File: src/rtl/feature_axi_writer_if.sv
// AXI4 write-only channel bundle (AW, W, B) between the feature writer and DDR.
// The master modport belongs to the writer; the slave modport to the memory side.
interface feature_axi_writer_if #(
  parameter int AXI_DW = 512,
  parameter int AXI_AW = 32
);
  logic [AXI_AW-1:0]   awaddr;
  logic [7:0]          awlen;
  logic [2:0]          awsize;
  logic [1:0]          awburst;
  logic                awvalid;
  logic                awready;
  logic [AXI_DW-1:0]   wdata;
  logic [AXI_DW/8-1:0] wstrb;
  logic                wlast;
  logic                wvalid;
  logic                wready;
  logic [1:0]          bresp;
  logic                bvalid;
  logic                bready;

  modport master (
    output awaddr, awlen, awsize, awburst, awvalid,
    input  awready,
    output wdata, wstrb, wlast, wvalid,
    input  wready,
    input  bresp, bvalid,
    output bready
  );

  modport slave (
    input  awaddr, awlen, awsize, awburst, awvalid,
    output awready,
    input  wdata, wstrb, wlast, wvalid,
    output wready,
    output bresp, bvalid,
    input  bready
  );
endinterface

File: src/rtl/feature_axi_writer.sv
// Writes one frame of stitched HOG feature words to DDR as fixed-length AXI4 INCR bursts,
// pacing the upstream reader with one w_handshake per accepted W beat.
module feature_axi_writer #(
  parameter int AXI_DW      = 512,
  parameter int AXI_AW      = 32,
  parameter int BURST_LEN   = 16,
  parameter int TOTAL_BEATS = 1984
) (
  input  logic              aclk,
  input  logic              arest_n,
  input  logic              start,
  input  logic [AXI_AW-1:0] base_addr,
  input  logic [AXI_DW-1:0] res_data,
  input  logic              res_data_valid,
  output logic              w_handshake,
  output logic              wr_done,
  output logic              busy,
  output logic              err_overflow,
  output logic              err_bresp,
  feature_axi_writer_if.master m_axi
);

  localparam int NUM_BURSTS = TOTAL_BEATS / BURST_LEN;
  localparam int BCW        = (NUM_BURSTS > 1) ? $clog2(NUM_BURSTS) : 1;
  localparam logic [AXI_AW-1:0] BURST_BYTES = AXI_AW'(BURST_LEN * (AXI_DW / 8));
  localparam logic [7:0]        LAST_BEAT   = 8'(BURST_LEN - 1);
  localparam logic [BCW-1:0]    LAST_BURST  = BCW'(NUM_BURSTS - 1);

  typedef enum logic [2:0] {S_IDLE, S_ADDR, S_DATA, S_RESP, S_DONE} state_t;

  state_t              r_state;
  state_t              w_state_next;
  logic [AXI_AW-1:0]   r_awaddr;
  logic [7:0]          r_beat_cnt;
  logic [BCW-1:0]      r_burst_cnt;
  logic [AXI_DW-1:0]   r_buf_data;
  logic                r_buf_full;
  logic                r_err_overflow;
  logic                r_err_bresp;

  logic w_start;
  logic w_w_hs;
  logic w_b_hs;
  logic w_last_beat;
  logic w_last_burst;
  logic w_load;

  assign w_start      = (r_state == S_IDLE) && start;
  assign w_w_hs       = m_axi.wvalid && m_axi.wready;
  assign w_b_hs       = m_axi.bvalid && m_axi.bready;
  assign w_last_beat  = (r_beat_cnt == LAST_BEAT);
  assign w_last_burst = (r_burst_cnt == LAST_BURST);
  // Words arriving outside a frame are dropped; inside a frame they are held in any state.
  assign w_load       = res_data_valid && (r_state != S_IDLE);

  assign w_handshake   = w_w_hs;
  assign err_overflow  = r_err_overflow;
  assign err_bresp     = r_err_bresp;

  assign m_axi.awaddr  = r_awaddr;
  assign m_axi.awlen   = LAST_BEAT;
  assign m_axi.awsize  = 3'($clog2(AXI_DW / 8));
  assign m_axi.awburst = 2'b01;
  assign m_axi.wdata   = r_buf_data;
  assign m_axi.wstrb   = '1;

  always_ff @(posedge aclk) begin
    if (!arest_n) begin
      r_state <= S_IDLE;
    end else begin
      r_state <= w_state_next;
    end
  end

  always_comb begin
    w_state_next  = r_state;
    m_axi.awvalid = 1'b0;
    m_axi.wvalid  = 1'b0;
    m_axi.wlast   = 1'b0;
    m_axi.bready  = 1'b0;
    wr_done       = 1'b0;
    busy          = 1'b1;
    case (r_state)
      S_IDLE: begin
        busy = 1'b0;
        if (start) w_state_next = S_ADDR;
      end
      S_ADDR: begin
        m_axi.awvalid = 1'b1;
        if (m_axi.awready) w_state_next = S_DATA;
      end
      S_DATA: begin
        m_axi.wvalid = r_buf_full;
        m_axi.wlast  = w_last_beat;
        if (r_buf_full && m_axi.wready && w_last_beat) w_state_next = S_RESP;
      end
      S_RESP: begin
        m_axi.bready = 1'b1;
        if (m_axi.bvalid) w_state_next = w_last_burst ? S_DONE : S_ADDR;
      end
      S_DONE: begin
        wr_done      = 1'b1;
        w_state_next = S_IDLE;
      end
      default: begin
        busy         = 1'b0;
        w_state_next = S_IDLE;
      end
    endcase
  end

  always_ff @(posedge aclk) begin
    if (!arest_n) begin
      r_awaddr       <= '0;
      r_beat_cnt     <= '0;
      r_burst_cnt    <= '0;
      r_buf_data     <= '0;
      r_buf_full     <= 1'b0;
      r_err_overflow <= 1'b0;
      r_err_bresp    <= 1'b0;
    end else begin
      if (w_start) begin
        r_awaddr       <= base_addr;
        r_beat_cnt     <= '0;
        r_burst_cnt    <= '0;
        r_err_overflow <= 1'b0;
        r_err_bresp    <= 1'b0;
      end

      if (w_w_hs) begin
        r_beat_cnt <= w_last_beat ? 8'd0 : r_beat_cnt + 8'd1;
      end

      if ((r_state == S_RESP) && w_b_hs) begin
        if (m_axi.bresp != 2'b00) r_err_bresp <= 1'b1;
        if (!w_last_burst) begin
          r_burst_cnt <= r_burst_cnt + BCW'(1);
          r_awaddr    <= r_awaddr + BURST_BYTES;
        end
      end

      // A beat leaving the buffer frees the slot for a word arriving in the same cycle.
      if (w_load && (!r_buf_full || w_w_hs)) begin
        r_buf_data <= res_data;
        r_buf_full <= 1'b1;
      end else if (w_w_hs) begin
        r_buf_full <= 1'b0;
      end

      if (w_load && r_buf_full && !w_w_hs) r_err_overflow <= 1'b1;
    end
  end

endmodule

File: src/flat_wrapper.sv
// flat-port wrapper written by rule: the top's interface ports become plain ports
module feature_axi_writer_flat 
#(
  parameter int AXI_DW      = 512,
  parameter int AXI_AW      = 32,
  parameter int BURST_LEN   = 16,
  parameter int TOTAL_BEATS = 1984
)
  (aclk, arest_n, start, base_addr, res_data, res_data_valid, w_handshake, wr_done, busy, err_overflow, err_bresp, m_axi_awaddr, m_axi_awlen, m_axi_awsize, m_axi_awburst, m_axi_awvalid, m_axi_awready, m_axi_wdata, m_axi_wstrb, m_axi_wlast, m_axi_wvalid, m_axi_wready, m_axi_bresp, m_axi_bvalid, m_axi_bready);
  feature_axi_writer_if #(.AXI_DW(AXI_DW), .AXI_AW(AXI_AW)) m_axi_i ();
  input  logic aclk;
  input  logic arest_n;
  input  logic start;
  input  logic [AXI_AW-1:0] base_addr;
  input  logic [AXI_DW-1:0] res_data;
  input  logic res_data_valid;
  output logic w_handshake;
  output logic wr_done;
  output logic busy;
  output logic err_overflow;
  output logic err_bresp;
  output wire logic [$bits(m_axi_i.awaddr)-1:0] m_axi_awaddr;
  output wire logic [$bits(m_axi_i.awlen)-1:0] m_axi_awlen;
  output wire logic [$bits(m_axi_i.awsize)-1:0] m_axi_awsize;
  output wire logic [$bits(m_axi_i.awburst)-1:0] m_axi_awburst;
  output wire logic [$bits(m_axi_i.awvalid)-1:0] m_axi_awvalid;
  input wire logic [$bits(m_axi_i.awready)-1:0] m_axi_awready;
  output wire logic [$bits(m_axi_i.wdata)-1:0] m_axi_wdata;
  output wire logic [$bits(m_axi_i.wstrb)-1:0] m_axi_wstrb;
  output wire logic [$bits(m_axi_i.wlast)-1:0] m_axi_wlast;
  output wire logic [$bits(m_axi_i.wvalid)-1:0] m_axi_wvalid;
  input wire logic [$bits(m_axi_i.wready)-1:0] m_axi_wready;
  input wire logic [$bits(m_axi_i.bresp)-1:0] m_axi_bresp;
  input wire logic [$bits(m_axi_i.bvalid)-1:0] m_axi_bvalid;
  output wire logic [$bits(m_axi_i.bready)-1:0] m_axi_bready;
  assign m_axi_awaddr = m_axi_i.awaddr;
  assign m_axi_awlen = m_axi_i.awlen;
  assign m_axi_awsize = m_axi_i.awsize;
  assign m_axi_awburst = m_axi_i.awburst;
  assign m_axi_awvalid = m_axi_i.awvalid;
  assign m_axi_i.awready = m_axi_awready;
  assign m_axi_wdata = m_axi_i.wdata;
  assign m_axi_wstrb = m_axi_i.wstrb;
  assign m_axi_wlast = m_axi_i.wlast;
  assign m_axi_wvalid = m_axi_i.wvalid;
  assign m_axi_i.wready = m_axi_wready;
  assign m_axi_i.bresp = m_axi_bresp;
  assign m_axi_i.bvalid = m_axi_bvalid;
  assign m_axi_bready = m_axi_i.bready;
  feature_axi_writer #(.AXI_DW(AXI_DW), .AXI_AW(AXI_AW), .BURST_LEN(BURST_LEN), .TOTAL_BEATS(TOTAL_BEATS)) u_core (.aclk(aclk), .arest_n(arest_n), .start(start), .base_addr(base_addr), .res_data(res_data), .res_data_valid(res_data_valid), .w_handshake(w_handshake), .wr_done(wr_done), .busy(busy), .err_overflow(err_overflow), .err_bresp(err_bresp), .m_axi(m_axi_i));
endmodule
File: config.mk
export PLATFORM = sky130hd
export DESIGN_NAME = feature_axi_writer_flat
export DESIGN_NICKNAME = d
export VERILOG_FILES = /design/src/rtl/feature_axi_writer_if.sv /design/src/rtl/feature_axi_writer.sv /design/src/flat_wrapper.sv
export SDC_FILE = /design/constraint.sdc
export NUM_CORES = 1
export LEC_CHECK = 0
export ABC_AREA = 0
export ABC_CLOCK_PERIOD_IN_PS = 4000
export CAP_MARGIN = 10
export CORE_AREA = 2 2 464 466
export CTS_CLUSTER_DIAMETER = 150
export CTS_CLUSTER_SIZE = 20
export DETAILED_ROUTE_END_ITERATION = 10
export DIE_AREA = 0 0 466 468
export GPL_TIMING_DRIVEN = 0
export PLACE_DENSITY = 0.33
export SLEW_MARGIN = 30
export SYNTH_ARGS = -nofsm -noshare
export SYNTH_HDL_FRONTEND = slang
export SYNTH_SLANG_ARGS = --single-unit
File: constraint.sdc
create_clock -name aclk -period 4 [get_ports aclk]
set_input_delay 0.4 -clock aclk [delete_from_list [all_inputs] [get_ports aclk]]
set_output_delay 0.4 -clock aclk [all_outputs]
set_load 0.005 [all_outputs]
Word-level counts from Yosys, hierarchy flattened
Cells that the tools add are included.
Storage, ports and cells
  register bits: 565
  input port bits: 553
  output and inout bits: 630
  logic and storage cells: 70
Operators by class
  add/sub/neg operators: 3
  equality and inequality tests: 10
  muxes and demuxes: 28
  reductions and logical operators: 21
Operators by type and width (number)
  2-to-1 mux 32 bit: 3
  adder 32 x 11 -> 32 bit, second input constant: 1
  2-to-1 mux 8 bit: 3
  2-to-1 mux 7 bit: 3
  2-to-1 mux 3 bit: 5
  2-to-1 mux 1 bit: 13
  case mux 3 bit (4 select lines): 1
  logical AND 1 bit: 10
  adder 8 x 1 -> 8 bit, second input constant: 1
  equality test 8 x 4 -> 1 bit, second input constant: 1
  nonzero test 2 bit: 4
  adder 7 x 1 -> 7 bit, second input constant: 1
  equality test 7 bit, second input constant: 1
  equality test 3 x 2 -> 1 bit, second input constant: 2
  inequality test 2 bit, second input constant: 3
  AND reduction 4 bit: 1
  OR reduction 4 bit: 1
  equality test 3 x 1 -> 1 bit, second input constant: 1
  equality test 3 bit, second input constant: 1
  logical NOT 3 bit: 1
  nonzero test 3 bit: 1
  logical NOT 1 bit: 2
  inequality test 2 x 1 -> 1 bit, second input constant: 1
  logical OR 1 bit: 1

Depth between registers and ports, before layout
Gate-level depths: netlist of the first run.
  depth in word-level cells: 6
  gate-level depth with buffers: 8
  depth with buffers taken out: 6

Worst setup path before layout of the first run
OpenSTA, ideal clock, no wires.
  kind: register -> register
  from: reg u_core.r_burst_cnt[0]
  to: reg u_core.r_awaddr[24] (netlist: u_core.m_axi.awaddr[24])
  library setup time: 0.134 ns
  arrival: 1.570 ns
  required time: 3.866 ns
  path slack: 2.295 ns
  cell stages (with the launch flop): 9
  buffers on the path: 2
  period minus slack after synthesis: 1.705 ns
  path through: dfxtp_1 ha_1 and2_1 clkbuf_1 a21oi_1 buf_2 o21ai_0 a21oi_1 a311oi_1
On the way
  cells in the longest elaborated chain, start to end: 3
Ends and longest elaborated chain
  start: declaration: RTL line feature_axi_writer.sv:35  | logic [BCW-1:0] r_burst_cnt;
  start signal: assignment: RTL line feature_axi_writer.sv:137  | r_burst_cnt <= r_burst_cnt + BCW'(1);
  equality test 7 bit: RTL line feature_axi_writer.sv:52  | assign w_last_burst = (r_burst_cnt == LAST_BURST);
  2-to-1 mux 32 bit: RTL line feature_axi_writer.sv:136  | if (!w_last_burst) begin
  2-to-1 mux 32 bit: RTL line feature_axi_writer.sv:134  | if ((r_state == S_RESP) && w_b_hs) begin
  end signal: assignment: RTL line feature_axi_writer.sv:123  | r_awaddr <= base_addr;
  end signal: assignment: RTL line feature_axi_writer.sv:138  | r_awaddr <= r_awaddr + BURST_BYTES;
  end: declaration: RTL line feature_axi_writer.sv:33  | logic [AXI_AW-1:0] r_awaddr;
Every way passes these cells.
A chain may end at the register's enable or synchronous reset.

Final worst setup path of the first run
  from: reg u_core.r_buf_full
  to: out w_handshake
On the way
  cells in the longest elaborated chain, start to end: 2
Ends and longest elaborated chain
  start: declaration: RTL line feature_axi_writer.sv:37  | logic r_buf_full;
  start signal: assignment: RTL line feature_axi_writer.sv:118  | r_buf_full <= 1'b0;
  start signal: assignment: RTL line feature_axi_writer.sv:145  | r_buf_full <= 1'b1;
  start signal: assignment: RTL line feature_axi_writer.sv:147  | r_buf_full <= 1'b0;
  2-to-1 mux 1 bit: RTL line feature_axi_writer.sv:83  | case (r_state)
  logical AND 1 bit: RTL line feature_axi_writer.sv:49  | assign w_w_hs = m_axi.wvalid && m_axi.wready;
  end: declaration: RTL line flat_wrapper.sv:17  | output logic w_handshake;
Every way passes these cells.

==> impl_metrics.json, run 1 <==
{
  "synthAdderAreaFrac": 0.00170,
  "status": "finished clean",
  "drv_cap": 0,
  "path_max_fanout": 8,
  "min_from": "res_data[492]",
  "synth_commonest_cells": "nand2_1 (1,063), dfxtp_1 (565), a21boi_0 (428)",
  "place.gp.congestion": 0.831,
  "fp.dieArea_mm2": 0.218,
  "yosysSeqAreaShare": 0.513,
  "dpl.hpwl_mm": 131,
  "max_freq_mhz": 339,
  "h-tree-depth": 2,
  "grt_pass1_wl_mm": 204,
  "p_clk_frac": 0.308,
  "vias": 22300,
  "worstMarginPinSlew_ps": 875,
  "grt_usage": 0.137,
  "ctsHoldBuffers": 0,
  "finalHoldViolCount": 0,
  "critPathArrivalTime_ps": 2550,
  "io_buffers": 1105,
  "grt_antenna_before_repair": 77,
  "period_share": 0.737,
  "grt_pass1_vias": 22200,
  "wl_per_cell_um": 23.3,
  "synth-seq-cells": 565,
  "syn_inst": 2625,
  "cpPeakStageDelay_ps": 600,
  "muxShareOfSynthArea": 0.00148,
  "start_kind": "flop",
  "areaGrowthSynthToFinish_pct": 73.1,
  "core_mm2": 0.213,
  "cts_tree": "done",
  "r2r-end": "u_core.m_axi.wdata[390]",
  "ys_async_sr_fraction": 0,
  "io_pins": 1183,
  "synth_enable_flop_cells": 0,
  "postCtsSetupBuffers": 0,
  "rsz0062_at_grt": "no",
  "cts_buffers": 36,
  "pwr-share-comb": 0.238,
  "p_switching_mw": 4.41,
  "p_per_area_mw_per_mm2": 367,
  "path_class": "flop to output port",
  "overflow": 0,
  "synth_compound_area_frac": 0.203,
  "hold_depth": 3,
  "p_int_mw": 9.59,
  "yosys-top-cells-area": "dfxtp_1 (51%), nand2_1 (18%), a21boi_0 (15%)",
  "critPathSlowestCell": "clkdlybuf4s50_1",
  "drc_errors": 0,
  "drt_pass1_iterations": 5,
  "die_y_um": 468,
  "avgViaCountPerCell": 3.33,
  "synth_top_family_by_area": "simple AND/OR/NAND/NOR gates",
  "clk_path_buf_depth": 3,
  "ff2ff_path_depth": 7,
  "min_path_type": "input pin to flop",
  "num_rows": 170,
  "setup_viol": 0,
  "synth_top_area_cell": "dfxtp_1",
  "clk_latency_ps": 650,
  "holdPathEnd": "u_core.m_axi.wdata[492]",
  "slew_headroom": 0.417,
  "swShare": 0.315,
  "finalClockSkew_ps": 31.4,
  "ys_warn_count": 0,
  "vdd_drop_max_mv": 0.208,
  "synthFlopType": "dfxtp_1",
  "initial_utilization": 0.103,
  "grt_max_degree": 21,
  "netlist.area_leader.share": 0.513,
  "power_frac_seq": 0.453,
  "reg2reg_from": "u_core.r_state[1]",
  "drv_slew": 0,
  "avgSynthCellArea_um2": 8.40,
  "fin_crit_ps": 2950,
  "synthDistinctLibCells": 59,
  "drive_gt1_frac": 0.0654,
  "synthSimpleGateAreaFrac": 0.209,
  "synth_most_common_cell": "nand2_1",
  "synth_xor_area_frac": 0.00477,
  "cts_resized": 0,
  "endpoint_kind": "output port",
  "clk_pin_slew_ps": 110,
  "cts_sinks": 565,
  "path_cells": "clkbuf_1 -> nand4_1 -> inv_1 -> clkdlybuf4s50_1",
  "whs_ps": 286,
  "drt_iter0_drc": 1116,
  "die_x_um": 466,
  "leakagePower_nw": 12.9,
  "synth_area_mm2": 0.0220,
  "finalSetupTns_ps": 0,
  "layout.nets": 4401,
  "cp.required_ps": 3600,
  "drtAntennaViolNets": 0,
  "wl_mm": 156,
  "rrSetupSlack_ps": 1140,
  "clock_tree.root_cell": "clkbuf_16"
}
-- metrics by stage --
stage / setup slack (ps) / area [µm²] / util / std cells / power, mW
5_1_grt: 774 / 38100 / 0.179 / 6692 / 14.8
2_1_floorplan: 2300 / 22300 / - / 2700 / 7.48
3_3_place_gp: -720 / 36900 / 0.173 / 6643 / 9.90
6_report: 1050 / 38200 / 0.179 / 6708 / 14.0
4_1_cts: 901 / 38100 / 0.179 / 6691 / 14.4
3_5_place_dp: 238 / 37000 / 0.173 / 6645 / 9.91
-- layout by cell type (no fill, tap or decap), types with 3 or more instances in the layout --
master	count
clkdlybuf4s50_1	1105
clkbuf_16	38
and2_1	3
nor2b_1	4
a21boi_0	428
and4_1	4
conb_1	77
diode_2	17
xor2_1	6
buf_1	3
nand2b_1	3
o221ai_1	3
a21oi_1	9
clkbuf_2	6
nand3_1	16
nand2_1	1063
inv_1	4
xnor2_1	6
nor3b_1	3
nor2_1	24
dfxtp_1	565
o21ai_0	28
o31ai_1	4
buf_2	105
nor3_1	14
nand4_1	8
a311oi_1	6
and3_1	9
ha_1	3
clkbuf_1	72
a21boi_1	100
buf_4	81
a211oi_1	7
-- worst max path at each step --
stage / start / endpoint / slack [ps] / cells after the start
after floorplan: u_core.r_burst_cnt[0] / u_core.m_axi.awaddr[24] / 2300 / 8
after global placement: res_data_valid / u_core.m_axi.wdata[383] / -720 / 7
after detailed placement: arest_n / u_core.m_axi.wdata[245] / 240 / 6
after CTS: u_core.r_state[1] / u_core.m_axi.wdata[390] / 900 / 7
after global routing: u_core.r_state[1] / u_core.m_axi.wdata[390] / 770 / 7
final: u_core.r_buf_full / w_handshake / 1050 / 4
-- state kept, by name (all words and copies together) (netlist names) --
register,cells
u_core.err_bresp,1
u_core.err_overflow,1
u_core.m_axi.awaddr,32
u_core.m_axi.wdata,512
u_core.r_beat_cnt,8
u_core.r_buf_full,1
u_core.r_burst_cnt,7
u_core.r_state,3
-- critical path, delay by kind of cell (launching register included) --
| kind | cells | cell delay (ps) |
|---|---|---|
| flops | 1 | 320 |
| simple gates | 1 | 350 |
| buf+inv | 3 | 1230 |
-- power by group through the flow --
stage               combinational (mW)  sequential [mW]  clock, mW
finish                            3.33             6.34       4.32
global route                      3.64             6.40       4.76
CTS                               3.45             6.35       4.63
detailed placement                3.43             6.48          0
global placement                  3.43             6.47          0
floorplan                         1.05             6.43          0
-- layout make-up --
cell class                 count  area (µm²)
clock buffer                  39         965
sequential                   565       11300
inverter                       4        15.0
multi-input combinational   1864        9580
clock inverter                 7         131
timing repair buffer        1107       11100
tap                         2838        3550
buffer                       267        1450
antenna                       17        42.5
fill                       24000      175000
-- logic make-up after synthesis --
kind of cell               after synthesis
AOI/OAI and AO/OA                      603
xor gates and xnor gates                12
adders and majority gates                3
buffers and inverters                  271
DFF                                    565
muxes                                    3
other                                    2
and+or+nand+nor                       1166
-- per-layer routing --
layer / global-route usage / wire (µm)
met1: 0.163 / 64600
met2: 0.232 / 73400
met3: 0.0553 / 15800
met4: 0.0209 / 2020
met5: 0 / 314
(Power assumes the default switching activity.)
==> run 2, diff against run 1 <==
--- a/config.mk
+++ b/config.mk
@@ -6,7 +6,7 @@
 export NUM_CORES = 1
 export LEC_CHECK = 0
 export ABC_AREA = 0
-export ABC_CLOCK_PERIOD_IN_PS = 4000
+export ABC_CLOCK_PERIOD_IN_PS = 2430
 export CAP_MARGIN = 10
 export CORE_AREA = 2 2 464 466
 export CTS_CLUSTER_DIAMETER = 150
@@ -14,7 +14,7 @@
 export DETAILED_ROUTE_END_ITERATION = 10
 export DIE_AREA = 0 0 466 468
 export GPL_TIMING_DRIVEN = 0
-export PLACE_DENSITY = 0.33
+export PLACE_DENSITY = 0.34
 export SLEW_MARGIN = 30
 export SYNTH_ARGS = -nofsm -noshare
 export SYNTH_HDL_FRONTEND = slang
==> constraint.sdc (replaced) <==
create_clock -name aclk -period 2.43 [get_ports aclk]
set_input_delay 0.243 -clock aclk [delete_from_list [all_inputs] [get_ports aclk]]
set_output_delay 0.243 -clock aclk [all_outputs]
set_load 0.005 [all_outputs]
==> run 2 against run 1 <==
First-iteration DRC count decreased by 11%. Register-to-register slack got worse by 970 ps. Critical endpoint is now u_core.m_axi.wdata[370]. Critical path type is now flop to flop. Sequential share of layout area shrank 0.10 points. Sequential power rose by 66%. Highest routed layer unchanged. Setup slack got worse by 880 ps. Global-route usage shrank 0.41 points.
==> impl_metrics.json, run 2 (same netlist as run 1, synthesis figures left out) <==
{
  "clk_latency_ps": 660,
  "worstMarginPinSlew_ps": 740,
  "final_util": 0.180,
  "clock_tree.root_cell": "clkbuf_16",
  "initial_utilization": 0.103,
  "drt_pass1_iterations": 5,
  "grt_antenna_before_repair": 80,
  "layout_common_cells": "clkdlybuf4s50_1 (1,098), nand2_1 (1,063), dfxtp_1 (562), a21boi_0 (428), a21boi_1 (100)",
  "endpoint_kind": "flop",
  "vias": 22400,
  "critPathArrivalTime_ps": 2850,
  "drive_gt1_frac": 0.0721,
  "clk_path_buf_depth": 3,
  "cts_sinks": 565,
  "finalHoldViolCount": 0,
  "whs_ps": 109,
  "drv_slew": 0,
  "areaGrowthSynthToFinish_pct": 73.8,
  "drt_iter0_drc": 989,
  "n_fill_cell": 24100,
  "min_path_type": "input pin to flop",
  "overflow": 0,
  "drc_errors": 0,
  "rsz0062_at_grt": "yes",
  "setup_slack_ps": 173,
  "io_pins": 1183,
  "leakagePower_nw": 13.1,
  "period_share": 0.929,
  "post-place-cells": 6645,
  "layout.nets": 4403,
  "dpl.hpwl_mm": 127,
  "cts_tree": "done",
  "clk_pin_slew_ps": 100,
  "num_rows": 170,
  "avgViaCountPerCell": 3.34,
  "grt_max_degree": 21,
  "layout_commonest_cell": "clkdlybuf4s50_1",
  "cts_buffers": 37,
  "path_max_fanout": 10,
  "die_x_um": 466,
  "grt_usage": 0.132,
  "h-tree-depth": 2,
  "wl_mm": 152,
  "cp.required_ps": 3020,
  "grt_pass1_vias": 22100,
  "core_mm2": 0.213,
  "ctsHoldBuffers": 0,
  "max_freq_mhz": 443,
  "stdcell_count": 6721,
  "setup_viol": 0,
  "fin_crit_ps": 2260,
  "p_per_area_mw_per_mm2": 601,
  "vdd_drop_max_mv": 0.484,
  "start_kind": "flop",
  "die_y_um": 468,
  "placed_area_mm2": 0.0370,
  "stdcell_area_mm2": 0.0383,
  "grt_pass1_wl_mm": 198,
  "path_class": "flop to flop",
  "io_buffers": 1105,
  "slew_headroom": 0.507,
  "dpl_worst_slack_ps": -1270,
  "largest_reg_flops": 512,
  "place.gp.congestion": 0.819,
  "drtAntennaViolNets": 0,
  "status": "finished clean",
  "finalClockSkew_ps": 33.1,
  "drv_cap": 0,
  "wl_per_cell_um": 22.5,
  "fp.dieArea_mm2": 0.218
}
[run 2: cell types whose count changed in the layout (fill, tap and decap cells not counted), sizes merged]
cell           previous run  this run
bufinv                    2         1
inv                       7        10
buf                     191       193
clkinv                    1         0
clkbuf                  117       118
dlygate4sd2               0         3
clkinvlp                  1         2
clkdlybuf4s50          1105      1098
dlymetal6s2s              0         3
diode                    17        26
[run 2: layout make-up]
| type | count | area (µm²) | area share |
|---|---|---|---|
| diodes | 26 | 65.1 | 0.00170 |
| clock inverters | 9 | 124 | 0.00323 |
| multi-input cells | 1864 | 9620 | 0.251 |
| inverters | 4 | 15.0 | 0.000392 |
| well taps | 2838 | 3550 | 0.0927 |
| clock buffers | 40 | 980 | 0.0256 |
| repair buffers | 1110 | 11100 | 0.291 |
| flip-flops and latches | 565 | 11300 | 0.295 |
| plain buffers | 265 | 1490 | 0.0388 |
[run 2: path summary, 6_finish.rpt]
path	start	end	slack [ps]	cells after the start
worst max-delay path	u_core.r_state[2]	u_core.m_axi.wdata[370]	170	8
worst min-delay path	res_data[484]	u_core.m_axi.wdata[484]	110	3
worst max register to register	u_core.r_state[2]	u_core.m_axi.wdata[370]	170	8
worst min register to register	u_core.m_axi.wdata[385]	u_core.m_axi.wdata[385]	460	2
[run 2: routing by layer]
layer,up-vias,GRT usage,wire (µm)
met5,-,0.00264,396
met4,58,0.0354,3550
met3,160,0.0594,16100
li1,10900,-,-
met2,974,0.218,70100
met1,10400,0.154,61400
[run 2: power by group]
group          internal (mW)  switching, mW
Combinational           2.74           2.70
Clock                   3.07           4.07
Sequential              9.96          0.499
[run 2: timing repair]
item | CTS | global route
buffers inserted | 3 | 0
pin swaps | 4 | 0
resized for setup | 38 | 16
endpoints found under the setup margin | 489 | 67
hold endpoints to repair | 0 | 0
[run 2: worst max-delay path, cell delays in order, from the launching register on]
cell	delay, ps
dfxtp_1	370
nor2_4	190
nand2_1	140
a21oi_4	170
buf_12	160
buf_4	310
clkbuf_2	280
nand2_1	310
a21boi_1	210
[run 2: metrics by stage]
step / power [mW] / setup TNS (ps)
final: 23.0 / 0
after global routing: 24.3 / -52.1
after CTS: 23.7 / 0
after detailed placement: 16.2 / -336220
after global placement: 16.2 / -828960
after floorplan: 12.3 / 0
